==> src/rtl/aes_key_expansion_pkg.sv <==
// Shared AES-128 constants, FSM encoding and the forward S-box used by the key schedule.
// The S-box lives here so a future encryptor can reuse the same table.
package aes_key_expansion_pkg;

  localparam int NUM_ROUNDS = 10;
  localparam int SEL_W      = 4;
  localparam logic [3:0] LAST_ROUND = 4'(NUM_ROUNDS);

  typedef enum logic [1:0] {
    IDLE   = 2'd0,
    EXPAND = 2'd1,
    DONE   = 2'd2
  } state_t;

  // Round constants for rounds 1..10, round 1 in the top byte.
  localparam logic [79:0] RCON_TABLE = 80'h01020408102040801b36;

  // Forward S-box, entry 0x00 in the top byte.
  localparam logic [2047:0] SBOX_TABLE = {
    128'h637c777bf26b6fc53001672bfed7ab76,
    128'hca82c97dfa5947f0add4a2af9ca472c0,
    128'hb7fd9326363ff7cc34a5e5f171d83115,
    128'h04c723c31896059a071280e2eb27b275,
    128'h09832c1a1b6e5aa0523bd6b329e32f84,
    128'h53d100ed20fcb15b6acbbe394a4c58cf,
    128'hd0efaafb434d338545f9027f503c9fa8,
    128'h51a3408f929d38f5bcb6da2110fff3d2,
    128'hcd0c13ec5f974417c4a77e3d645d1973,
    128'h60814fdc222a908846eeb814de5e0bdb,
    128'he0323a0a4906245cc2d3ac629195e479,
    128'he7c8376d8dd54ea96c56f4ea657aae08,
    128'hba78252e1ca6b4c6e8dd741f4bbd8b8a,
    128'h703eb5664803f60e613557b986c11d9e,
    128'he1f8981169d98e949b1e87e9ce5528df,
    128'h8ca1890dbfe6426841992d0fb054bb16
  };

  function automatic logic [7:0] sboxLookup(input logic [7:0] x);
    logic [7:0] inv;
    inv = ~x;
    return SBOX_TABLE[{inv, 3'b000} +: 8];
  endfunction

  function automatic logic [7:0] getRcon(input logic [3:0] round);
    logic [7:0] rcon;
    rcon = 8'h00;
    if (round >= 4'd1 && round <= LAST_ROUND) begin
      rcon = RCON_TABLE[{3'd0, LAST_ROUND - round, 3'b000} +: 8];
    end
    return rcon;
  endfunction

endpackage

==> src/rtl/aes_key_expansion_if.sv <==
// Bus between the AES decryptor (master) and the key schedule (slave).
interface aes_key_expansion_if;
  import aes_key_expansion_pkg::*;

  logic             start;
  logic [127:0]     cipherKey;
  logic [SEL_W-1:0] selKey;
  logic [127:0]     key;
  logic             busy;
  logic             ry;

  modport master (
    output start, cipherKey, selKey,
    input  key, busy, ry
  );

  modport slave (
    input  start, cipherKey, selKey,
    output key, busy, ry
  );

endinterface

==> src/rtl/aes_key_expansion_sbox.sv <==
// Combinational forward AES S-box, one byte in and one byte out.
module aes_sbox
  import aes_key_expansion_pkg::*;
(
  input  logic [7:0] i_data,
  output logic [7:0] o_data
);

  assign o_data = sboxLookup(i_data);

endmodule

==> src/rtl/aes_key_expansion.sv <==
// AES-128 key schedule: expands the cipher key into 11 round keys, one per clock,
// and serves them to the decryptor by index once the whole schedule is valid.
module aes_key_expansion
  import aes_key_expansion_pkg::*;
(
  input  logic                i_clk,
  input  logic                i_rst_n,
  aes_key_expansion_if.slave  bus
);

  state_t       r_state;
  state_t       w_nextState;
  logic [3:0]   r_round;
  logic [127:0] r_keys [NUM_ROUNDS+1];
  logic         r_ry;

  logic         w_load;
  logic         w_write;
  logic [127:0] w_prevKey;
  logic [127:0] w_nextKey;
  logic [31:0]  w_rotWord;
  logic [31:0]  w_subWord;
  logic [31:0]  w_temp;
  logic [31:0]  w_word0;
  logic [31:0]  w_word1;
  logic [31:0]  w_word2;
  logic [31:0]  w_word3;

  assign w_prevKey = r_keys[r_round - 4'd1];
  assign w_rotWord = {w_prevKey[23:0], w_prevKey[31:24]};

  for (genvar i = 0; i < 4; i++) begin : g_subWord
    aes_sbox u_sbox (
      .i_data (w_rotWord[8*i +: 8]),
      .o_data (w_subWord[8*i +: 8])
    );
  end

  assign w_temp    = w_subWord ^ {getRcon(r_round), 24'h0};
  assign w_word0   = w_prevKey[127:96] ^ w_temp;
  assign w_word1   = w_prevKey[95:64]  ^ w_word0;
  assign w_word2   = w_prevKey[63:32]  ^ w_word1;
  assign w_word3   = w_prevKey[31:0]   ^ w_word2;
  assign w_nextKey = {w_word0, w_word1, w_word2, w_word3};

  // Start is only honoured when no expansion is running.
  always_comb begin
    w_nextState = r_state;
    w_load      = 1'b0;
    w_write     = 1'b0;
    case (r_state)
      IDLE, DONE: begin
        if (bus.start) begin
          w_nextState = EXPAND;
          w_load      = 1'b1;
        end
      end
      EXPAND: begin
        w_write = 1'b1;
        if (r_round == LAST_ROUND) begin
          w_nextState = DONE;
        end
      end
      default: w_nextState = IDLE;
    endcase
  end

  // Ry lags entry to DONE by one cycle so it never overlaps Busy, and drops on restart.
  always_ff @(posedge i_clk or negedge i_rst_n) begin
    if (!i_rst_n) begin
      r_state <= IDLE;
      r_round <= 4'd0;
      r_ry    <= 1'b0;
      for (int i = 0; i <= NUM_ROUNDS; i++) begin
        r_keys[i] <= '0;
      end
    end else begin
      r_state <= w_nextState;
      r_ry    <= (r_state == DONE) && (w_nextState == DONE);
      if (w_load) begin
        r_keys[0] <= bus.cipherKey;
        r_round   <= 4'd1;
      end else if (w_write) begin
        r_keys[r_round] <= w_nextKey;
        r_round         <= r_round + 4'd1;
      end
    end
  end

  always_comb begin
    bus.key = '0;
    if (r_ry && bus.selKey <= LAST_ROUND) begin
      bus.key = r_keys[bus.selKey];
    end
  end

  assign bus.busy = (r_state == EXPAND);
  assign bus.ry   = r_ry;

endmodule

==> src/flat_wrapper.sv <==
// flat-port wrapper written by rule: the top's interface ports become plain ports
module aes_key_expansion_flat import aes_key_expansion_pkg::*;
  (i_clk, i_rst_n, bus_start, bus_cipherKey, bus_selKey, bus_key, bus_busy, bus_ry);
  aes_key_expansion_if bus_i ();
  input  logic i_clk;
  input  logic i_rst_n;
  input wire logic [$bits(bus_i.start)-1:0] bus_start;
  input wire logic [$bits(bus_i.cipherKey)-1:0] bus_cipherKey;
  input wire logic [$bits(bus_i.selKey)-1:0] bus_selKey;
  output wire logic [$bits(bus_i.key)-1:0] bus_key;
  output wire logic [$bits(bus_i.busy)-1:0] bus_busy;
  output wire logic [$bits(bus_i.ry)-1:0] bus_ry;
  assign bus_i.start = bus_start;
  assign bus_i.cipherKey = bus_cipherKey;
  assign bus_i.selKey = bus_selKey;
  assign bus_key = bus_i.key;
  assign bus_busy = bus_i.busy;
  assign bus_ry = bus_i.ry;
  aes_key_expansion u_core (.i_clk(i_clk), .i_rst_n(i_rst_n), .bus(bus_i));
endmodule
==> config.mk <==
export PLATFORM = sky130hd
export DESIGN_NAME = aes_key_expansion_flat
export DESIGN_NICKNAME = d
export VERILOG_FILES = /design/src/rtl/aes_key_expansion_pkg.sv /design/src/rtl/aes_key_expansion_if.sv /design/src/rtl/aes_key_expansion_sbox.sv /design/src/rtl/aes_key_expansion.sv /design/src/flat_wrapper.sv
export SDC_FILE = /design/constraint.sdc
export NUM_CORES = 2
export LEC_CHECK = 0
export BUFFER_PORTS_ARGS = -buffer_cell sky130_fd_sc_hd__buf_4
export CAP_MARGIN = 40
export CORE_MARGIN = 2
export CORE_UTILIZATION = 52
export DETAILED_ROUTE_END_ITERATION = 12
export PLACE_DENSITY = 0.68
export SYNTH_ARGS = -nofsm -noshare
export SYNTH_HDL_FRONTEND = slang
export SYNTH_HIERARCHICAL = 1
export SYNTH_SLANG_ARGS = --single-unit
==> constraint.sdc <==
create_clock -name i_clk -period 18.05 [get_ports i_clk]
set_input_delay 2.7075 -clock i_clk [delete_from_list [all_inputs] [get_ports i_clk]]
set_output_delay 2.7075 -clock i_clk [all_outputs]
set_load 0.05 [all_outputs]
==> run summary <==
The biggest fanout along the worst timing path came out at 62. The synthesis-to-finish area growth is 9.98%. The commonest cells after synthesis are 1667 x sky130_fd_sc_hd__nand2_1, 1415 x sky130_fd_sc_hd__dfrtp_1, 1194 x sky130_fd_sc_hd__o21ai_0. The portion of netlist area occupied by mux cells came out at 17.3%. The xor/xnor cell area share of the yosys netlist is 1.80%. The gate count of the mapped netlist is 9724. The number of H-tree branching levels is 4. After Yosys synthesis, and, or, nand and nor cells account for 13.7% of the synthesized area. The final worst clock skew is 52.1 ps.

In the synthesized netlist the async set-or-reset flop fraction comes to 100%. The critical path contains buffers and inverters numbering 5 combined. The fraction of the mapped netlist area in compound gates came out at 21.1%. The tool flagged a number of max-cap violations equal to 0.

After synthesis, the largest family of logic cells by area is compound AO/OA/AOI/OAI gates. The total length of routed wires is 361000 um. The number of clock buffers added by TritonCTS is 159.

The number of hold buffers added after CTS was 0. The cell with the largest stage delay on the worst path is sky130_fd_sc_hd__buf_4. Setup repair after global routing left no endpoint under its margin. The top cell type by area accounts for 39.7% of the synthesized area. The minimum setup slack in the final design came out at 8590 ps.

The worst hold margin came out at 496 ps. The post-place setup slack is 8720 ps. Entering global routing, the biggest net connects 171 pins. The total of warnings raised by yosys came out at 6. The starting density of the core is 52.2%. The number of antenna violations at the first check in global routing is 14. The detailed router finished its first iteration with 11.2k violations. The number of synthesized flops with an enable pin came out at 0.

The number of gates resized after CTS came out at 0. The footprint of the multi-input gates is 49500 um^2. Static timing analysis puts the maximum clock frequency at 106 MHz.

The overall die height came out at 418 um. The post-synthesis area per instance is 9.18 um^2. The global-route total usage across every layer came out at 40.7%. Summing every instance area after synthesis gives 89300 um^2. The utilization after layout came out at 57.4%. The slew at the pin with the worst max-slew slack came out at 1170 ps. The area of all sequential standard cells is 35400 um^2. Clock-pin slew was measured on the worst setup and hold paths at 50 ps. The count of buffers inserted at the top-level ports is 264. The count of final max-slew check failures came out at 0. The detailed router placed 81.9k vias in this run.

The HPWL after detailed placement is 228000 um. The portion of the clock cycle consumed by the worst path in the final layout came out at 52.4%. The placement row count is 152. The floorplan step set the die width to 418 um. The number of iterations in the first detailed-routing pass is 9. Pin placement for this block handled 265 I/O pins. Using the TritonRoute via totals, the vias-per-cell ratio works out to 6.95. The final hold violation count is 0. For the worst-skew pair, the clock arrives at the later sink with an insertion delay of 860 ps. The critical path is of the input port to output port type. The number of nets with antenna violations after routing came out at 0. The detailed-route DRC error count came out at 0.

For this run the aggregate overflow at the end of global routing stands at 0. The largest single stage delay on the critical path is 820 ps. The number of fillers in the final layout came out at 14.9k. The global-route wire length before repair is 531000 um. The net count after synthesis is 9921. The final period demand of the worst path came out at 9460 ps. The via count of the first global-routing pass is 78.8k. In the synthesized netlist the dominant register cell turns out to be sky130_fd_sc_hd__dfrtp_1. The setup TNS is 0 ps.

The tightest slew margin relative to the limit is 22.3%. The clock sink count is 1415. The tightest min-delay check is of the register to register type. The congestion estimate from routability-driven global placement came to 1.01.

STA classifies the critical path startpoint as an input port. The leading area contributor after synthesis is sky130_fd_sc_hd__dfrtp_1. The critical path goes through buf_8 -> buf_4 -> buf_4 -> buf_4 -> mux2i_1 -> nor2_1 -> a21oi_1 -> a211oi_1 -> a21oi_1 -> nor2_1 -> buf_4. The number of setup buffers added after CTS came out at 0. The core box area is 171000 um^2.

The run finished with clean final reports. The share of cells above drive strength 1 is 15.8%. The full die area came out at 175000 um^2. The final setup violation count is 0.

STA classifies the critical path endpoint as an output port. The proportion of synthesized chip area in sequential cells came out at 39.7%. In this design, the critical path's most frequently occurring cell is sky130_fd_sc_hd__buf_4. The number of unique standard cell types used by synthesis is 89. In the post-synthesis netlist, the biggest area contributors are sky130_fd_sc_hd__dfrtp_1 40%, sky130_fd_sc_hd__mux4_2 13%, sky130_fd_sc_hd__nand2_1 7.0%.

The post-synthesis adder-cell area fraction is 0.869%. The kind of cell adding the most delay to the critical path is buffers and inverters. The wire length per cell is 30.6 um. Among all cell types in the netlist, the one instantiated most often is sky130_fd_sc_hd__nand2_1.

For the worst setup path, the data required time is 15340 ps. The TritonCTS clock tree is yes. CTS placed an instance of sky130_fd_sc_hd__clkbuf_16 at the clock tree root. The clock passes through at most 3 buffers.

The data arrival time of the worst path is 6750 ps. Counting flops and latches in the post-synthesis netlist gives 1415. The number of nets in the final layout is 9612.
[sequential cells by signal (all words and copies together), names as in the netlist]
| name | flops |
|---|---|
| u_core/bus.ry | 1 |
| u_core/r_round | 4 |
| u_core/r_state | 2 |
| u_core/r_keys | 1408 |
[kinds of logic (layout without fill, tap and decap cells)]
group / count (synthesis) / in the layout
AO/OA/AOI/OAI: 3189 / 3189
XOR/XNOR: 177 / 177
adder cells (fa/ha/maj): 62 / 62
buffers and inverters: 1077 / 888
flip-flops: 1415 / 1415
multiplexers: 906 / 906
other: 0 / 6
AND/OR/NAND/NOR: 2898 / 2898
[worst reg2reg max path, cell delays in order, from the launching register on]
cell and delay [ps]:
sky130_fd_sc_hd__dfrtp_4 830, sky130_fd_sc_hd__inv_8 290, sky130_fd_sc_hd__ha_4 940, sky130_fd_sc_hd__buf_12 490, sky130_fd_sc_hd__buf_4 840, sky130_fd_sc_hd__mux4_2 350, sky130_fd_sc_hd__mux2i_1 90, sky130_fd_sc_hd__o22ai_2 570
sky130_fd_sc_hd__inv_1 390, sky130_fd_sc_hd__ha_1 640, sky130_fd_sc_hd__nand2b_1 470, sky130_fd_sc_hd__a21oi_1 250, sky130_fd_sc_hd__o22ai_1 100, sky130_fd_sc_hd__a21oi_1 330, sky130_fd_sc_hd__a221oi_2 100, sky130_fd_sc_hd__a221oi_2 370
sky130_fd_sc_hd__xor2_2 180, sky130_fd_sc_hd__buf_4 290, sky130_fd_sc_hd__xor2_1 740, sky130_fd_sc_hd__xor2_1 720, sky130_fd_sc_hd__o21ai_1 170
[through the flow]
stage                     std cells  area, um^2
after global placement        11395       91600
final                         11774       98200
after floorplan                9724       89300
after global routing          11773       98200
after CTS                     11767       98200
after detailed placement      11486       93100
[layout by cell type (no fill, tap or decap), drive strengths merged, types with 78 or more instances in the layout]
| cell type | instances |
|---|---|
| o21ai | 1609 |
| nor2b | 78 |
| buf | 559 |
| a22oi | 151 |
| mux2i | 351 |
| o211ai | 111 |
| mux4 | 503 |
| nand3 | 153 |
| a31oi | 85 |
| dfrtp | 1415 |
| nand2b | 85 |
| a211oi | 177 |
| a21oi | 627 |
| xor2 | 99 |
| nand2 | 1679 |
| nor2 | 666 |
| clkbuf | 236 |
[per-layer routing]
| metal | GRT usage, % | vias to the layer above | part of all wire (%) |
|---|---|---|---|
| met5 | 0 | - | 0.017 |
| met4 | 24.9 | 8 | 6.9 |
| met3 | 10.3 | 1083 | 11 |
| met2 | 59.6 | 5500 | 44 |
| met1 | 54.4 | 40632 | 38 |
| li1 | - | 34631 | - |
[cell type report]
class,count,area share [%]
multi-input combinational,7232,50.4
sequential,1415,36.1
timing repair buffer,560,5.28
clock buffer,235,4.72
tap,2233,2.85
clock inverter,46,0.503
inverter,47,0.187
antenna,6,0.0153
[path summary, 6_finish.rpt]
path,startpoint,end,cells past startpoint,slack (ps)
min,u_core/r_keys[1011]$_DFFE_PN0P_,u_core/r_keys[1011]$_DFFE_PN0P_,2,500
max reg2reg,u_core/r_round[0]$_DFFE_PN0P_,u_core/r_keys[1174]$_DFFE_PN0P_,20,8730
max,bus_selKey[1],bus_key[23],11,8590
min in group asynchronous,i_rst_n,u_core/r_keys[396]$_DFFE_PN0P_,1,1840
max in group asynchronous,i_rst_n,u_core/r_keys[806]$_DFFE_PN0P_,6,13370
min reg2reg,u_core/r_keys[1011]$_DFFE_PN0P_,u_core/r_keys[1011]$_DFFE_PN0P_,2,500
Power is not shown: default switching activity piles up to over one toggle a cycle in this logic, so the estimate is an artifact.
